**config.mk**
```make
export PLATFORM = sky130hd
export DESIGN_NAME = pe_db_param
export DESIGN_NICKNAME = d
export VERILOG_FILES = /design/src/rtl/pe_pkg.sv /design/src/rtl/pe_acc_bank.sv /design/src/rtl/pe_db_param.sv
export SDC_FILE = /design/constraint.sdc
export NUM_CORES = 1
export LEC_CHECK = 0
export CORE_MARGIN = 10
export CORE_UTILIZATION = 31
export DETAILED_ROUTE_END_ITERATION = 7
export SYNTH_ARGS = -nofsm -noshare
export SYNTH_HDL_FRONTEND = slang
export SYNTH_SLANG_ARGS = --single-unit
```
**constraint.sdc**
```tcl
create_clock -name clock -period 13.1 [get_ports clock]
set_input_delay 2.62 -clock clock [delete_from_list [all_inputs] [get_ports clock]]
set_output_delay 2.62 -clock clock [all_outputs]
set_load 0.01 [all_outputs]
```
**src/rtl/pe_pkg.sv**
```systemverilog
// Shared types and arithmetic helpers for the double-buffered systolic PE.
// acc_add clamps instead of wrapping when PE_SATURATE_EN is defined.
package pe_pkg;

  localparam logic PE_MODE_OS = 1'b0;
  localparam logic PE_MODE_WS = 1'b1;

  // Helpers work on a wide word; ACC_W must stay <= 62 for the clamp compare.
  localparam int PE_MAX_W = 64;
  typedef logic [PE_MAX_W-1:0] pe_word_t;
  localparam pe_word_t PE_ONES = '1;

  function automatic pe_word_t pe_ext(
    input pe_word_t v,
    input int       w,
    input logic     sgn
  );
    pe_word_t msk;
    msk = PE_ONES << w;
    if (sgn && v[6'(w-1)]) return v | msk;
    return v & ~msk;
  endfunction

  function automatic pe_word_t ext_prod(
    input pe_word_t a,
    input pe_word_t b,
    input int       wa,
    input int       wb,
    input logic     sgn
  );
    return pe_ext(a, wa, sgn) * pe_ext(b, wb, sgn);
  endfunction

  function automatic pe_word_t acc_add(
    input pe_word_t x,
    input pe_word_t y,
    input int       w,
    input logic     sgn
  );
    pe_word_t s;
    s = pe_ext(x, w, sgn) + pe_ext(y, w, sgn);
`ifdef PE_SATURATE_EN
    if (sgn) begin
      pe_word_t hi;
      pe_word_t lo;
      hi = (pe_word_t'(1) << (w-1)) - pe_word_t'(1);
      lo = ~hi;
      if ($signed(s) > $signed(hi)) s = hi;
      else if ($signed(s) < $signed(lo)) s = lo;
    end else if ((s >> w) != '0) begin
      s = ~(PE_ONES << w);
    end
`endif
    return s;
  endfunction

endpackage

```
**src/rtl/pe_acc_bank.sv**
```systemverilog
// Double-buffered accumulator pair with an active pointer.
// Writes address banks by the pointer value before any swap.
module pe_acc_bank #(
  parameter int ACC_W = 32
) (
  input  logic             clock,
  input  logic             reset_n,
  input  logic             swap,
  input  logic             wr_act,
  input  logic [ACC_W-1:0] wr_act_data,
  input  logic             wr_shadow,
  input  logic [ACC_W-1:0] wr_shadow_data,
  output logic [ACC_W-1:0] rd_act,
  output logic [ACC_W-1:0] rd_shadow
);

  logic [ACC_W-1:0] acc0_q;
  logic [ACC_W-1:0] acc1_q;
  logic             act_q;

  always_ff @(posedge clock or negedge reset_n) begin
    if (!reset_n) begin
      acc0_q <= '0;
      acc1_q <= '0;
      act_q  <= 1'b0;
    end else begin
      if (wr_act && !act_q) acc0_q <= wr_act_data;
      if (wr_act && act_q) acc1_q <= wr_act_data;
      if (wr_shadow && act_q) acc0_q <= wr_shadow_data;
      if (wr_shadow && !act_q) acc1_q <= wr_shadow_data;
      if (swap) act_q <= ~act_q;
    end
  end

  assign rd_act    = act_q ? acc1_q : acc0_q;
  assign rd_shadow = act_q ? acc0_q : acc1_q;

endmodule

```
**src/rtl/pe_db_param.sv**
```systemverilog
// Systolic PE: registered a/b forwarding, OS accumulate or WS psum forward.
// Define PE_SATURATE_EN for clamping adders instead of wrapping ones.
module pe_db_param
  import pe_pkg::*;
#(
  parameter int IN_W   = 8,
  parameter int ACC_W  = 32,
  parameter int SIGNED = 1
) (
  input  logic             clock,
  input  logic             reset_n,
  input  logic [IN_W-1:0]  io_in_a,
  input  logic [IN_W-1:0]  io_in_b,
  input  logic [ACC_W-1:0] io_in_d,
  input  logic             io_in_valid,
  input  logic             io_in_propagate,
  input  logic             io_in_mode,
  output logic [IN_W-1:0]  io_out_a,
  output logic [IN_W-1:0]  io_out_b,
  output logic [ACC_W-1:0] io_out_c,
  output logic             io_out_valid,
  output logic             io_out_propagate
);

  localparam logic SGN = (SIGNED != 0);

  logic [IN_W-1:0]  a_q;
  logic [IN_W-1:0]  b_q;
  logic [ACC_W-1:0] c_q;
  logic [ACC_W-1:0] c_d;
  logic             vld_q;
  logic             oprop_q;
  logic             prop_q;
  logic             mode_q;

  logic             toggle;
  logic [ACC_W-1:0] rd_act;
  logic [ACC_W-1:0] rd_shadow;
  logic [ACC_W-1:0] w_sel;
  logic [ACC_W-1:0] prod_ab;
  logic [ACC_W-1:0] b_ext;
  logic [ACC_W-1:0] ws_sum;
  logic [ACC_W-1:0] os_sum;
  logic [ACC_W-1:0] os_tog_sum;

  logic             swap;
  logic             wr_act;
  logic [ACC_W-1:0] wr_act_data;
  logic             wr_shadow;
  logic [ACC_W-1:0] wr_shadow_data;

  assign toggle = io_in_valid & (io_in_propagate != prop_q);

  assign prod_ab = ACC_W'(ext_prod(pe_word_t'(io_in_a),
                                   pe_word_t'(io_in_b),
                                   IN_W, IN_W, SGN));
  assign b_ext = ACC_W'(pe_ext(pe_word_t'(io_in_b), IN_W, SGN));

  // A toggle flips the pointer, so WS must already use the incoming weight.
  assign w_sel = toggle ? rd_shadow : rd_act;

  assign ws_sum = ACC_W'(acc_add(
    pe_word_t'(io_in_d),
    ext_prod(pe_word_t'(io_in_a), pe_word_t'(w_sel), IN_W, ACC_W, SGN),
    ACC_W, SGN));

  assign os_sum = ACC_W'(acc_add(pe_word_t'(rd_act),
                                 pe_word_t'(prod_ab), ACC_W, SGN));
  assign os_tog_sum = ACC_W'(acc_add(pe_word_t'(rd_shadow),
                                     pe_word_t'(prod_ab), ACC_W, SGN));

  always_comb begin
    c_d            = c_q;
    swap           = 1'b0;
    wr_act         = 1'b0;
    wr_act_data    = '0;
    wr_shadow      = 1'b0;
    wr_shadow_data = '0;
    if (toggle) begin
      swap = 1'b1;
      if (io_in_mode == PE_MODE_OS) begin
        c_d            = rd_act;
        wr_act         = 1'b1;
        wr_shadow      = 1'b1;
        wr_shadow_data = os_tog_sum;
      end else begin
        c_d = ws_sum;
      end
    end else if (io_in_valid) begin
      wr_shadow      = 1'b1;
      wr_shadow_data = (io_in_mode == PE_MODE_WS) ? b_ext : io_in_d;
      if (mode_q == PE_MODE_OS) begin
        wr_act      = 1'b1;
        wr_act_data = os_sum;
      end else begin
        c_d = ws_sum;
      end
    end
  end

  pe_acc_bank #(
    .ACC_W(ACC_W)
  ) u_bank (
    .clock         (clock),
    .reset_n       (reset_n),
    .swap          (swap),
    .wr_act        (wr_act),
    .wr_act_data   (wr_act_data),
    .wr_shadow     (wr_shadow),
    .wr_shadow_data(wr_shadow_data),
    .rd_act        (rd_act),
    .rd_shadow     (rd_shadow)
  );

  always_ff @(posedge clock or negedge reset_n) begin
    if (!reset_n) begin
      a_q     <= '0;
      b_q     <= '0;
      c_q     <= '0;
      vld_q   <= 1'b0;
      oprop_q <= 1'b0;
      prop_q  <= 1'b0;
      mode_q  <= PE_MODE_OS;
    end else if (io_in_valid) begin
      a_q     <= io_in_a;
      b_q     <= io_in_b;
      c_q     <= c_d;
      vld_q   <= 1'b1;
      oprop_q <= io_in_propagate;
      if (toggle) begin
        prop_q <= io_in_propagate;
        mode_q <= io_in_mode;
      end
    end else begin
      vld_q <= 1'b0;
    end
  end

  assign io_out_a         = a_q;
  assign io_out_b         = b_q;
  assign io_out_c         = c_q;
  assign io_out_valid     = vld_q;
  assign io_out_propagate = oprop_q;

endmodule

```
Yosys cells after proc, flatten, opt, wreduce, memory -nomap -nowiden
Index checks and enable logic that the tools add are counted.
Widths: inputs -> output; s select.
{ "classes": {"addsub": 3, "mul": 2, "eq_ne": 1, "muxes": 48, "n_bitwise": 2, "n_reduce_logical": 10} }
{ "op_table": {"columns": ["operator", "count"], "rows": [
  ["$mux 32", 27],
  ["$mux 64", 6],
  ["$mul 64x64->32", 2],
  ["$add 32x32->32", 3],
  ["$mux 1", 15],
  ["$reduce_bool 2->1", 3],
  ["$logic_and 1x1->1", 4],
  ["$reduce_and 2->1", 2],
  ["$and 1x1->1", 1],
  ["$logic_not 1->1", 1],
  ["$ne 1x1->1", 1],
  ["$not 1->1", 1]
]} }
{ "totals": {"ff_bits": 117, "in_bits": 53, "output_inout_bits": 50, "elab_cells": 76} }

Longest topological paths before layout
{ "depth": {"depth_word": 11, "depth_mapped": 39, "mapped_depth_nobuf": 36} }

Cells and area by module
A second synthesis with hierarchy kept.
{ "unflattened": {"cells_unflattened": 3171, "area_unflattened_um2": 29761.0} }
{ "modules_own_cells": {"columns": ["module", "instances", "cells_per_inst", "area_per_inst_um2", "seq_area_each_um2"], "rows": [
  ["pe_db_param", 1, 2821, 25210.4, 1301.2],
  ["pe_acc_bank", 1, 350, 4550.6, 1626.6]
]} }

Least setup slack after synthesis
OpenSTA, ideal clock, no wires.
{ "synth_path": {"path_kind": "input-to-reg", "from": "in io_in_propagate", "to": "reg c_q[31], in the netlist io_out_c[31]", "setup_time_ns": 0.126, "arrival_ns": 12.073, "required_ns": 12.974, "slack_ns": 0.901, "stages": 31, "n_path_buf": 2, "path_cell_list": "xor2_2 > nand2_1 > clkbuf_1 > clkbuf_1 > mux2_2 > nand2_1 > fa_1 > fa_1 > inv_1 > fa_1 > fa_1 > ha_1 > ha_1 > fa_1 > fa_1 > ha_1 > a21oi_1 > o21ai_0 > a211o_1 > o221a_2 > a221oi_1 > o21ai_0 > o31ai_1 > a21boi_0 > xor2_1 > ha_1 > nand2_1 > a2111oi_0 > o31ai_1 > xnor2_1 > a221o_1"} }
{ "synth_via": {"elab_chain_cells": 11, "word_cells_on_any_way": 16, "cone_classes": "1 x add/sub; 1 x mul; 1 x eq/ne; 10 x mux; 1 x bitwise; 2 x reduce/logical"} }
{ "synth_lines": {"columns": ["item", "line", "rtl"], "rows": [
  ["from (decl)", "pe_db_param.sv:16", "input logic io_in_propagate,"],
  ["$ne 1x1->1 (*)", "pe_db_param.sv:52", "assign toggle = io_in_valid & (io_in_propagate != prop_q);"],
  ["$and 1x1->1 (*)", "pe_db_param.sv:52", null],
  ["$mux 32", "pe_db_param.sv:60", "assign w_sel = toggle ? rd_shadow : rd_act;"],
  ["$mux 64 or $mux 1 (tied branches)", "pe_pkg.sv:20", "if (sgn && v[6'(w-1)]) return v | msk;"],
  ["$mux 64", "pe_pkg.sv:21", "return v & ~msk;"],
  ["$mul 64x64->32", "pe_pkg.sv:31", "return pe_ext(a, wa, sgn) * pe_ext(b, wb, sgn);"],
  ["$mux 32 or $mux 1 (tied branches)", "pe_pkg.sv:20", null],
  ["$mux 32", "pe_pkg.sv:21", null],
  ["$add 32x32->32", "pe_pkg.sv:41", "s = pe_ext(x, w, sgn) + pe_ext(y, w, sgn);"],
  ["$mux 32 (on tied branches)", "pe_db_param.sv:92, pe_db_param.sv:81", null],
  ["$mux 32", "pe_db_param.sv:79", "if (toggle) begin"],
  ["to (signal assigned)", "pe_db_param.sv:119", "c_q <= '0;"],
  ["to (signal assigned)", "pe_db_param.sv:127", "c_q <= c_d;"],
  ["to (decl)", "pe_db_param.sv:29", "logic [ACC_W-1:0] c_q;"]
]} }
Mark *: on every way between the ends. The rest lies on a longest branch, timed or not. The select of a mux whose other input is x is not followed.
A chain may end at the register's enable or synchronous reset.

Worst setup path in the final report
Ends and elaborated chain as after synthesis.

==> results_dict.tcl <==
set metrics [dict create \
    crit_arrival_ps 12700 \
    min_path_type "flip-flop to flip-flop" \
    required_ps 13470 \
    grt_max_degree 68 \
    synth_area_leaders "fa_1 31%, ha_1 15%, dfrtp_1 10%" \
    max_freq_mhz 81.1 \
    syn_nets 3909 \
    numCtsBuffers 17 \
    final_nets 3986 \
    seqCellArea_um2 2930 \
    dp_hpwl_um 76200 \
    min_from "io_out_c[5]" \
    core_um2 90400 \
    tightest_slew_ps 1080 \
    drtIter0Drc 2054 \
    synth_most_common_cell "inv_1" \
    fillers 9234 \
    criticalPathCategory "primary input to flip-flop" \
    rows 110 \
    cp_slowest_cell "clkdlybuf4s50_1" \
    postPlaceCellArea_um2 31000 \
    setup_viol 0 \
    synth_top_area_frac 0.315 \
    die_width_um 323 \
    h-tree-depth 4 \
    slowest_delay_ps 540 \
    finalClockSkew_ps 13.3 \
    postCtsHoldBufs 0 \
    via_count 22700 \
    worstSetupEndpointType "flip-flop" \
    holdPathStages 2 \
    ys_warn_count 0 \
    cts.sinks 117 \
    rrSetupSlack_ps 2920 \
    clkLatencyLatePin_ps 480 \
    syn_area_um2 28400 \
    rsz0062_at_grt "false" \
    clock_path_buffers 2 \
    grt.overflow.total 0 \
    drc 0 \
    syn_area_per_cell_um2 9.24 \
    ys_ff_latch 117 \
    synth_top_cells_by_count "476 x inv_1, 447 x fa_1, 333 x ha_1" \
    final.setup.tns_ps 0 \
    r2r-start "u_bank.act_q" \
    final_antenna_net_count 0 \
    synthToLayoutAreaGrowth_pct 11.3 \
    grt_pass1_wl_um 140000 \
    start_util 0.314 \
    cp_common_cell "fa_1" \
    setup_slack_ps 765 \
    grt_pass1_vias 22800 \
    drt-pass1-iter-count 8 \
    avgRoutedWirePerCell_um 21.1 \
    clk_pin_slew_worst_paths_ps 70 \
    synth_top_cell_by_area "fa_1" \
    min_to "io_out_c[5]" \
    ioPinCount 103 \
    slew_headroom 0.276 \
    design_area_um2 31600 \
    cts_setup_buffers 0 \
    status "finished clean" \
    rr_endpoint "io_out_c[31]" \
    drive_gt1_frac 0.0711 \
    synth_flop_cell "dfrtp_1" \
    post_cts_resized 0 \
    grt_use_total 0.178 \
    maxCapViolations 0 \
    hold_viol 0 \
    multiInputGateArea_um2 23300 \
    slew_viol_final 0 \
    yosysUniqueCellTypes 79 \
    die_h_um 323 \
    cts_tree "done" \
    antenna_found_initial 5 \
    synth_edf_count 0 \
    reg2reg_depth 35 \
    layout_min_cycle_time_ps 12340 \
    cts_root_buf "clkbuf_16" \
    syn_inst 3076 \
    place_congestion 0.940 \
    fin_crit_sh 0.942 \
    io_buffer_count 102 \
    synth_seq_area_share 0.103 \
    die_area_um2 104000 \
    routed_via_density 5.22 \
    crit_path_max_fanout 8 \
    cp-start-kind "primary input" \
    routed_wirelength_um 91500 \
    place_ws_ps 323 \
    synthArstFlopShare 1.00 \
]
## layout by cell type, fill, tap and decap left out, drive strengths merged, types with 49 or more instances in the layout
cell / netlist / layout
and2: 178 / 178
ha: 333 / 333
xnor2: 114 / 114
dfrtp: 117 / 117
xor2: 49 / 49
nor2: 138 / 138
a21oi: 174 / 174
a21o: 56 / 56
inv: 476 / 482
buf: 14 / 71
mux2: 93 / 93
fa: 447 / 447
nand2: 242 / 242
o21ai: 118 / 118
clkdlybuf4s50: 0 / 98
## how the worst max path moves through the flow
| stage | cells after the start | slack, ps | to | from |
|---|---|---|---|---|
| 2_1_floorplan | 31 | 900 | io_out_c[31] | io_in_propagate |
| 4_1_cts | 37 | 830 | io_out_c[31] | io_in_propagate |
| 5_1_grt | 37 | 80 | io_out_c[31] | io_in_propagate |
| 6_report | 37 | 760 | io_out_c[31] | io_in_propagate |
| 3_5_place_dp | 34 | 320 | io_out_c[31] | io_in_propagate |
| 3_3_place_gp | 34 | 430 | io_out_c[31] | io_in_propagate |
## kinds of logic (layout without fill, tap and decap cells)
kind of cell,count (synthesis),in the layout,share of synthesized area
buf+inv,589,679,0.0782
mux,115,115,0.0446
flops,117,117,0.103
fa+ha+maj,780,780,0.462
other cells,0,1,0
compound gates,599,599,0.138
simple gates,709,709,0.121
xor+xnor,167,167,0.0537
## worst max-delay path, delay by kind of cell
kind                     cells  cell delay (ps)
buffers and inverters        7             1140
multiplexers                 1              420
XOR/XNOR                     2              550
adder cells (fa/ha/maj)     10             4200
AND/OR/NAND/NOR              4              670
AO/OA/AOI/OAI               13             3040
## final cells by class
class / instances / share of cell area
timing repair buffer: 169 / 0.0481
tap: 1176 / 0.0465
sequential: 117 / 0.0926
multi-input combinational: 2370 / 0.737
clock buffer: 18 / 0.0136
inverter: 478 / 0.0567
clock inverter: 14 / 0.00530
antenna: 1 / 0.0000791
## state kept, by name, summed over array words and instances, names as in the netlist
signal            cells
prop_q                1
io_out_b              8
io_out_valid          1
u_bank.act_q          1
mode_q                1
io_out_c             32
io_out_propagate      1
u_bank.acc0_q        32
u_bank.acc1_q        32
io_out_a              8
## metal layers
layer / share of wire / wire (µm) / up-vias / global-route usage
met5: 0.00012 / 11 / - / 0
li1: - / - / 10400 / -
met3: 0.076 / 6940 / 120 / 0.0307
met2: 0.44 / 40600 / 839 / 0.275
met1: 0.45 / 41600 / 11400 / 0.252
met4: 0.025 / 2320 / 2 / 0.0492
## stage by stage
step            util  hold slack, ps  instances
4_1_cts        0.350             484       4342
2_1_floorplan      -             468       3076
3_5_place_dp   0.343             469       4310
6_report       0.350             482       4343
5_1_grt        0.350             498       4342
3_3_place_gp   0.343             463       4310
Power is left out: the tool's default activity adds up to more than one toggle a clock period on the data nets, which glitch-free logic cannot reach.
